--- src/rtl/irq_pending_dispatch.sv ---
// irq_pending_dispatch: sticky pending register masked into an external MSB-priority encoder,
// dispatching one winner at a time to the core over a req/ack/done handshake.
module irq_pending_dispatch #(
  parameter int WIDTH = 8,
  localparam int ID_W = $clog2(WIDTH)
) (
  input  logic             clock,
  input  logic             reset,
  input  logic [WIDTH-1:0] irq_in,
  input  logic [WIDTH-1:0] irq_enable,
  output logic [WIDTH-1:0] pending_out,
  input  logic [ID_W-1:0]  enc_id,
  input  logic             enc_valid,
  output logic             int_req,
  output logic [ID_W-1:0]  int_id,
  input  logic             int_ack,
  input  logic             int_done,
  output logic             busy,
  output logic [WIDTH-1:0] pending_raw
);
  typedef enum logic [1:0] {IDLE, REQ, SERVICE} state_t;
  state_t           r_state;
  state_t           w_next;
  logic [WIDTH-1:0] r_pending;
  logic [WIDTH-1:0] w_clr;
  logic [ID_W-1:0]  r_id;
  assign w_clr = (r_state == REQ && int_ack) ? WIDTH'(1) << r_id : '0;
  always_ff @(posedge clock or posedge reset) begin
    if (reset) r_state <= IDLE;
    else r_state <= w_next;
  end
  // a new request in the accept cycle re-arms the bit because set wins over clear
  always_ff @(posedge clock or posedge reset) begin
    if (reset) begin
      r_pending <= '0;
      r_id      <= '0;
    end else begin
      r_pending <= irq_in | (r_pending & ~w_clr);
      if (r_state == IDLE && enc_valid) r_id <= enc_id;
    end
  end
  always_comb begin
    w_next = r_state;
    if (r_state == IDLE && enc_valid) w_next = REQ;
    else if (r_state == REQ && int_ack) w_next = SERVICE;
    else if (r_state == SERVICE && int_done) w_next = IDLE;
  end
  always_comb begin
    int_req     = r_state == REQ;
    busy        = r_state != IDLE;
    int_id      = r_id;
    pending_raw = r_pending;
    pending_out = r_pending & irq_enable;
  end
endmodule

--- config.mk ---
export PLATFORM = sky130hd
export DESIGN_NAME = irq_pending_dispatch
export DESIGN_NICKNAME = d
export VERILOG_FILES = /design/src/rtl/irq_pending_dispatch.sv
export SDC_FILE = /design/constraint.sdc
export NUM_CORES = 1
export LEC_CHECK = 0
export CORE_MARGIN = 10
export CORE_UTILIZATION = 45
export CTS_CLUSTER_SIZE = 8
export DETAILED_ROUTE_END_ITERATION = 16
export DONT_BUFFER_PORTS = 1
export GPL_TIMING_DRIVEN = 0
export SYNTH_ARGS = -nofsm -noshare
export SYNTH_HDL_FRONTEND = slang
export SYNTH_SLANG_ARGS = --single-unit
--- constraint.sdc ---
create_clock -name clock -period 3.1 [get_ports clock]
set_clock_uncertainty 0.15 [all_clocks]
set_input_delay 0.155 -clock clock [delete_from_list [all_inputs] [get_ports clock]]
set_output_delay 0.155 -clock clock [all_outputs]
set_load 0.005 [all_outputs]
==> flow_summary.yaml, run 1 <==
outcome:
  status: "finished, final reports clean"
drt:
  wl_per_cell_um: 18.0
  viasPerCell: 5.34
  vias: 507
  first_pass_iters: 4
  drc: 0
  first_iter_violations: 7
  postRouteAntennaNets: 0
  wl_mm: 1.71
cells_and_area:
  antenna_cells: 0
  num-nets-final: 105
  area_growth_pct: 30.3
  layout-drive-gt1-share_pct: 10.0
  fin_area_um2: 840
sta:
  clock.fmax_mhz: 627
  slew_violations: 0
  worst_pin_slew_ns: 0.493
  rsz0062_at_grt: "no"
  period_needed_ns: 1.60
  fin_hold_ws_ns: 0.0658
  finalSetupTns_ns: 0
  max_slew_margin_pct: 67.1
  setup_ws_ns: 1.50
  finalHoldViolations: 0
  period_share_pct: 51.5
  setup_viol: 0
floorplanning:
  ios: 45
  die_h_um: 57.8
  core_mm2: 0.00133
  die_width_um: 57.8
  num_rows: 13
  die_area_mm2: 0.00335
  start_util_pct: 48.3
grt:
  grt_use_total_pct: 10.5
  grt_pass1_wl_mm: 2.86
  grt_overflow: 0
  grt_max_degree: 14
  first_global_vias: 598
  antenna_found_initial: 0
synthesis:
  syn-num-nets: 85
  synthDominantCellAreaShare_pct: 50.5
  synth_largest_area_cell: "dfrtp_1"
  synthTopCellsByArea: "dfrtp_1 (50%), and2_1 (7.8%), mux2_1 (5.2%)"
  avgSynthCellArea_um2: 10.6
  synth_cell_types: 18
  ys_seq_area_share_pct: 50.5
  synthesis.area_um2: 644
  syn_inst: 61
  synth_warnings: 0
  synth-seq-cells: 13
clock_tree:
  clk_path_buf_depth: 2
  post_cts_resized: 0
  postCtsSetupRepairBufs: 0
  cts.sinks: 13
  htree_levels: 1
  clock_latency_ns: 0.27
  cts_tree: "done"
  root_buffer: "clkbuf_4"
  cts_made_buffers: 3
  path_clk_slew_ns: 0.08
placement:
  place_hpwl_mm: 1.25
  gp_congestion: 0.670
  post_dp_cell_area_um2: 663
  dp_slack_ns: 1.71
  portBuffers: 0
job:
  max_cap_violations: 0
worst_setup_path:
  r2r_slack_ns: 1.50
  r2r-start: "r_state[1]"
  worstSetupPathType: "flip-flop to flip-flop"
  setup.worst_path.start_class: "flip-flop"
  end_kind: "flip-flop"
  cp_max_fo: 8
  r2r-end: "r_state[1]"
  cp.required_ns: 3.10
  cp.arrival_ns: 1.60
  worst-r2r-cell-count: 3
power:
  irDropWorstVdd_v: 0.000445
  pwr_density_cell_mw_per_mm2: 664
  p_leak_nw: 0.324
min_path:
  hp-class: "input port to flip-flop"
  holdCritStartpoint: "enc_valid"
  whs_path_depth: 2
  hold_path_end: "r_state[0]"
==> routing by layer <==
layer,share of wire [%],track usage [%]
met1,35,9.95
met2,52,18.7
met3,12,5.45
met4,0.58,4.03
met5,0,0
==> Yosys cell counts <==
cell type,n
nor3_1,2
and2b_2,1
nor3b_1,4
mux2_1,3
clkbuf_1,2
and4bb_1,1
dfrtp_1,13
a21o_1,1
nand2b_1,1
and4b_1,1
inv_1,4
or2_2,1
o21ai_0,2
and2_1,8
nor3b_4,1
a41oi_2,2
a21oi_1,6
nor2_1,8
==> critical path, cell delays in order, from the launching register on <==
cell and delay, ns:
dfrtp_1 0.47, o21ai_0 0.20, o21ai_0 0.10, dlygate4sd3_1 0.57
==> sequential cells by signal, indices dropped and copies added, names as in the netlist <==
signal       cells
pending_raw      8
int_id           3
r_state          2
==> kinds of logic (layout without fill, tap and decap cells) <==
| family | count (synthesis) | count (layout) | share of synthesized area (%) |
|---|---|---|---|
| DFF | 13 | 13 | 50.5 |
| AOI/OAI and AO/OA | 11 | 11 | 12.4 |
| muxes | 3 | 3 | 5.24 |
| and+or+nand+nor | 28 | 28 | 28.4 |
| buffers and inverters | 6 | 25 | 3.49 |
==> worst max-delay path by stage <==
stage / depth (start not counted) / startpoint / slack, ns / to
floorplan: 2 / r_state[0] / 1.81 / int_id[0]
global placement: 2 / r_state[0] / 1.73 / int_id[2]
detailed placement: 2 / r_state[0] / 1.71 / int_id[2]
CTS: 3 / r_state[1] / 1.56 / r_state[1]
global route: 3 / r_state[1] / 1.38 / r_state[1]
finish: 3 / r_state[1] / 1.50 / r_state[1]
==> per-stage QoR <==
stage	utilization [%]	instances	power, mW
2_1_floorplan	-	61	0.390
3_3_place_gp	49.7	76	0.430
3_5_place_dp	49.7	76	0.435
4_1_cts	62.9	95	0.563
5_1_grt	62.9	95	0.605
6_report	62.9	95	0.557
==> area by class of cell <==
type                            count  area, um^2
Clock buffer                        4        26.3
Inverter                            4        15.0
Sequential cell                    13         325
Fill cell                         108         494
Timing Repair Buffer               15         150
Multi-Input combinational cell     42         297
Buffer                              2        7.51
Tap cell                           15        18.8
==> power breakdown <==
part | switching [mW] | internal (mW)
Sequential | 0.0553 | 0.211
Clock | 0.0525 | 0.0497
Combinational | 0.0913 | 0.0976
Total | 0.199 | 0.358
==> timing repair <==
action,4_1_cts,5_1_grt
endpoints found under the hold margin,26,0
endpoints found under the setup margin,0,0
hold buffers,15,0
==> placed cells by master, fill, tap and decap left out <==
| cell | count |
|---|---|
| clkbuf_1 | 3 |
| o21ai_0 | 2 |
| clkbuf_4 | 3 |
| nand2b_1 | 1 |
| and2b_2 | 1 |
| inv_1 | 4 |
| a21oi_1 | 6 |
| dlygate4sd3_1 | 15 |
| and2_1 | 8 |
| nor3b_4 | 1 |
| a41oi_2 | 2 |
| nor3b_1 | 4 |
| and4bb_1 | 1 |
| or2_2 | 1 |
| nor2_1 | 8 |
| nor3_1 | 2 |
| a21o_1 | 1 |
| mux2_1 | 3 |
| dfrtp_1 | 13 |
| and4b_1 | 1 |
No activity file was read; power rests on OpenSTA's default activity.
==> run 2: changes to the inputs <==
- clock period: 3.1 -> 1.6 ns (I/O delays scaled with it)
==> run 2 against run 1 <==
  * Critical path depth unchanged
  * Design area increased by 2.2%
  * Register-to-register slack got worse by 1.4 ns
  * First-iteration DRC count increased by 14%
  * Largest cell class unchanged
  * Critical endpoint unchanged
  * Power increased by 99%
  * Flip-flop and latch count unchanged
==> flow_summary.yaml, run 2 (same netlist as run 1, synthesis figures left out) <==
outcome:
  status: "finished, final reports clean"
worst_setup_path:
  cp_num_buf_inv: 1
  setup.worst_path.start_class: "flip-flop"
  cp_cell_sequence: "o21ai_1 -> o21ai_0 -> dlygate4sd3_1"
  r2r-start: "r_state[0]"
  slowest_stage: "dlygate4sd3_1"
  cp_max_fo: 7
  worstSetupPathType: "flip-flop to flip-flop"
  r2r_slack_ns: 0.10
  cp.required_ns: 1.60
  worst-r2r-cell-count: 3
  max_stage_delay_ns: 0.56
  end_kind: "flip-flop"
  cpLargestDelayFamily: "buffers and inverters"
  cp.arrival_ns: 1.50
  r2r-end: "r_state[1]"
clock_tree:
  cts_made_buffers: 3
  htree_levels: 1
  clock_latency_ns: 0.27
  root_buffer: "clkbuf_4"
  cts.sinks: 13
  clk_path_buf_depth: 2
  path_clk_slew_ns: 0.08
  cts_tree: "done"
min_path:
  hp-class: "input port to flip-flop"
  whs_path_depth: 2
  holdCritStartpoint: "int_ack"
  hold_path_end: "pending_raw[2]"
grt:
  grt_max_degree: 14
  antenna_found_initial: 0
  grt_pass1_wl_mm: 2.87
  grt_overflow: 0
  grt_use_total_pct: 10.5
  first_global_vias: 598
drt:
  postRouteAntennaNets: 0
  wl_per_cell_um: 17.8
  first_pass_iters: 4
  first_iter_violations: 8
  drc: 0
  dr_wl_met2_um: 894
  wl_met3_um: 206
  met1_length_um: 616
  highest_layer: "met4"
  vias: 513
  viasPerCell: 5.29
  wl_mm: 1.73
placement:
  dp_slack_ns: 0.213
  post_dp_cell_area_um2: 663
  gp_congestion: 0.670
  place_hpwl_mm: 1.25
  portBuffers: 0
  dpl.cell_count: 76
sta:
  setup_ws_ns: 0.103
  slew_violations: 0
  period_needed_ns: 1.50
  rsz0062_at_grt: "no"
  setup_viol: 0
  finalHoldViolations: 0
  period_share_pct: 93.6
  clock.fmax_mhz: 668
  finalSetupTns_ns: 0
  max_slew_margin_pct: 67.1
  worst_pin_slew_ns: 0.493
floorplanning:
  die_width_um: 57.8
  ios: 45
  die_area_mm2: 0.00335
  start_util_pct: 48.3
  die_h_um: 57.8
  num_rows: 13
  core_mm2: 0.00133
power:
  p_leak_nw: 0.332
  pwr_density_cell_mw_per_mm2: 1290
  irDropWorstVdd_v: 0.000870
cells_and_area:
  num-nets-final: 107
  final_common_cell: "dlygate4sd3_1"
  largest_reg_flops: 8
  antenna_cells: 0
  area_growth_pct: 33.2
  post-route-util_pct: 64.4
  final_cell_count_no_fill: 97
  layout-drive-gt1-share_pct: 12.2
  fin_area_um2: 858
  fillers: 107
  final_cell_mix: "dlygate4sd3_1 (16), dfrtp_1 (12), and2_1 (8), nor2_1 (8), a21oi_1 (6)"
job:
  max_cap_violations: 0
-- run 2: how the worst max path moves through the flow --
stage | from | end | slack (ns) | cells after the start
floorplan | r_state[0] | int_id[0] | 0.31 | 2
CTS | r_state[1] | r_state[1] | 0.06 | 3
detailed placement | r_state[0] | int_id[2] | 0.21 | 2
global route | r_state[0] | r_state[1] | 0.006 | 3
finish | r_state[0] | r_state[1] | 0.10 | 3
global placement | r_state[0] | int_id[2] | 0.23 | 2
-- run 2: metal layers --
metal	global-route usage [%]	vias up
met1	10.1	237
met4	4.03	0
li1	-	250
met5	0	-
met3	5.45	2
met2	18.7	24
-- run 2: repair_timing --
item	CTS	global route
hold endpoints to repair	26	0
endpoints found under the setup margin	0	1
hold buffers	16	0
setup buffers	0	1
resized for setup	0	2
-- run 2: cell type report --
cell class                 instances  area, um^2  share of cell area, %
tap                               15        18.8                   2.19
sequential                        13         327                   38.0
clock buffer                       4        26.3                   3.06
inverter                           4        15.0                   1.75
buffer                             2        7.51                  0.875
multi-input combinational         42         297                   34.5
timing repair buffer              17         168                   19.5
-- run 2: stage by stage --
stage                     power, mW  hold WS [ns]
after floorplan               0.755        -0.193
after global placement        0.833        -0.125
after detailed placement      0.842        -0.125
after CTS                      1.09        0.0360
after global routing           1.20        0.0260
final                          1.11        0.0405
-- run 2: worst register-to-register path, delay by kind of cell, from the launching register on --
kind / cells / cell delay [ns]
buffers and inverters: 1 / 0.56
DFF: 1 / 0.47
AOI/OAI and AO/OA: 2 / 0.21
-- run 2: power by group --
part	internal [mW]	leakage [nW]	switching, mW
combinational	0.208	0.188	0.196
sequential	0.411	0.129	0.0940
clock	0.0963	0.0150	0.102
==> run 3: changes to the inputs <==
- ABC_AREA: not set -> 1
- CTS_BUF_LIST: not set -> sky130_fd_sc_hd__clkbuf_8
==> run 3 against run 2 <==
  * Design area is 2.8% higher
  * Die area grew 1.4%
  * Global-route usage is 0.39 points higher
  * Clock power up 42%
  * Flip-flop and latch count stayed put
  * Maximum frequency grew 1.6%
  * Final cell count rose by 34%
  * Non-clock buffer count shrank 3
  * Combinational power shrank 7.7%
  * Largest cell class unchanged
  * Largest power group unchanged
==> flow_summary.yaml, run 3 <==
placement:
  place_hpwl_mm: 1.31
  gp_congestion: 0.734
  post_dp_cell_area_um2: 677
  portBuffers: 0
drt:
  wl_mm: 1.73
  first_iter_violations: 12
  vias: 608
  first_pass_iters: 4
  viasPerCell: 4.68
  drc: 0
  wl_per_cell_um: 13.3
  postRouteAntennaNets: 0
worst_setup_path:
  cpLargestDelayFamily: "buffers and inverters"
  cp_max_fo: 4
  worst-r2r-cell-count: 5
  cp_num_buf_inv: 2
  cp.arrival_ns: 1.44
  cp_cell_sequence: "inv_2 -> nand2_1 -> nand2_1 -> nand2_1 -> dlygate4sd3_1"
  worstSetupPathType: "flip-flop to flip-flop"
  max_stage_delay_ns: 0.55
  slowest_stage: "dlygate4sd3_1"
  end_kind: "flip-flop"
  cp.required_ns: 1.57
  setup.worst_path.start_class: "flip-flop"
  crit_cells: 5
  crit_top_cell: "nand2_1"
synthesis:
  synthTopCellsByArea: "dfrtp_1 (49%), nand2_1 (22%), inv_1 (13%)"
  synthesis.area_um2: 658
  synthFlopType: "dfrtp_1"
  yosys.area_share.simple_pct: 33.1
  yosysMostFrequentCell: "nand2_1"
  synth_fa_ha_area_share_pct: 0
  synthDominantCellAreaShare_pct: 49.4
  syn_inst: 95
  synth_cell_types: 11
  synth_largest_area_cell: "dfrtp_1"
  synth_xor_area_share_pct: 0
  synth_warnings: 0
  synth-edff-count: 0
  synth_top_cells_by_count: "nand2_1 (38), inv_1 (22), dfrtp_1 (13), nor2_1 (10), a21oi_1 (3)"
  syn-num-nets: 119
  synth_compound_area_share_pct: 3.80
  synth_top_family_by_area: "simple AND/OR/NAND/NOR gates"
  muxShareOfSynthArea_pct: 0
  ys_seq_area_share_pct: 49.4
  synthArstFlopShare_pct: 100
  synth-seq-cells: 13
  avgSynthCellArea_um2: 6.93
sta:
  worst_pin_slew_ns: 0.492
  setup_viol: 0
  clock.fmax_mhz: 679
  max_slew_margin_pct: 67.1
  finalHoldViolations: 0
  period_needed_ns: 1.47
  finalSetupTns_ns: 0
  rsz0062_at_grt: "no"
  slew_violations: 0
  period_share_pct: 92.1
clock_tree:
  cts_tree: "done"
  path_clk_slew_ns: 0.05
  htree_levels: 1
  root_buffer: "clkbuf_8"
  clock_latency_ns: 0.24
  cts.sinks: 13
  clk_path_buf_depth: 2
  cts_made_buffers: 3
grt:
  grt_max_degree: 14
  grt_pass1_wl_mm: 2.93
  grt_overflow: 0
  antenna_found_initial: 0
  first_global_vias: 640
  grt_use_total_pct: 10.9
floorplanning:
  ios: 45
  start_util_pct: 49.3
  num_rows: 13
  die_h_um: 58.2
  core_mm2: 0.00133
  die_area_mm2: 0.00339
  die_width_um: 58.2
job:
  max_cap_violations: 0
cells_and_area:
  largest_reg_flops: 8
  final_common_cell: "nand2_1"
  final_cell_mix: "nand2_1 (38), inv_1 (22), dlygate4sd3_1 (16)"
  fin_area_um2: 882
  antenna_cells: 0
  layout-drive-gt1-share_pct: 7.83
  area_growth_pct: 34.0
  regArea_um2: 325
  multiInputGateArea_um2: 243
  num-nets-final: 140
  fillers: 111
min_path:
  hp-class: "input port to output port"
  whs_path_depth: 2
outcome:
  status: "finished, final reports clean"
power:
  p_leak_nw: 0.503
  pwr_density_cell_mw_per_mm2: 1320
  irDropWorstVdd_v: 0.000634
[run 3: cell types whose count changed in the layout (fill, tap and decap cells not counted), sizes merged, moves of 2 or more]
cell / previous run / this run
nand3: 0 / 3
inv: 4 / 25
clkbuf: 6 / 3
nor3: 2 / 0
nor2: 8 / 11
a41oi: 2 / 0
nor3b: 5 / 0
nand2: 0 / 39
a21oi: 6 / 3
and2: 8 / 0
mux2: 3 / 0
[run 3: worst register-to-register path, stage by stage (launching register included)]
cell	delay, ns
dfrtp_1	0.40
inv_2	0.10
nand2_1	0.05
nand2_1	0.05
nand2_1	0.05
dlygate4sd3_1	0.55
[run 3: metrics by stage]
step / util, % / setup slack (ns) / total power [mW] / hold slack (ns) / cells
2_1_floorplan: - / 0.539 / 0.755 / -0.193 / 95
3_3_place_gp: 50.8 / 0.438 / 0.825 / -0.123 / 110
3_5_place_dp: 50.8 / 0.420 / 0.833 / -0.124 / 110
4_1_cts: 66.1 / 0.120 / 1.17 / 0.0910 / 130
5_1_grt: 66.1 / 0.0273 / 1.28 / 0.100 / 130
6_report: 66.1 / 0.127 / 1.17 / 0.0880 / 130
[run 3: report_power, final]
part	switching [mW]	internal, mW	total, mW
combinational	0.229	0.145	0.373
clock	0.113	0.169	0.282
sequential	0.105	0.408	0.513
[run 3: routing by layer]
metal,track usage (%),wire [um]
met1,9.81,598
met2,19.2,881
met3,7.19,240
met5,0,0
met4,4.03,8
[run 3: path summary, 6_finish.rpt]
check	from	to	slack, ns
setup / recovery	r_state[0]	r_state[1]	0.13
hold / removal	irq_enable[0]	pending_out[0]	0.09
setup reg to reg	r_state[0]	r_state[1]	0.13
hold reg to reg	pending_raw[0]	pending_raw[0]	0.37
max in group asynchronous	reset	pending_raw[4]	0.81
min in group asynchronous	reset	pending_raw[3]	0.15
[run 3: logic make-up (layout without fill, tap and decap cells)]
group | Yosys count | in the layout
AOI/OAI and AO/OA | 5 | 5
buffers and inverters | 24 | 44
DFF | 13 | 13
and+or+nand+nor | 53 | 53
[run 3: final cells by class]
cell class / instances / area share [%]
clock inverters: 1 / 0.426
well taps: 15 / 2.13
multi-input cells: 58 / 27.5
flip-flops and latches: 13 / 36.9
repair buffers: 16 / 18.2
clock buffers: 3 / 4.68
inverters: 24 / 10.2
[run 3: timing repair]
action	in CTS	in global routing
setup endpoints to repair	0	1
resized for setup	0	1
endpoints found under the hold margin	26	0
buffers inserted	0	0
hold buffers	16	0
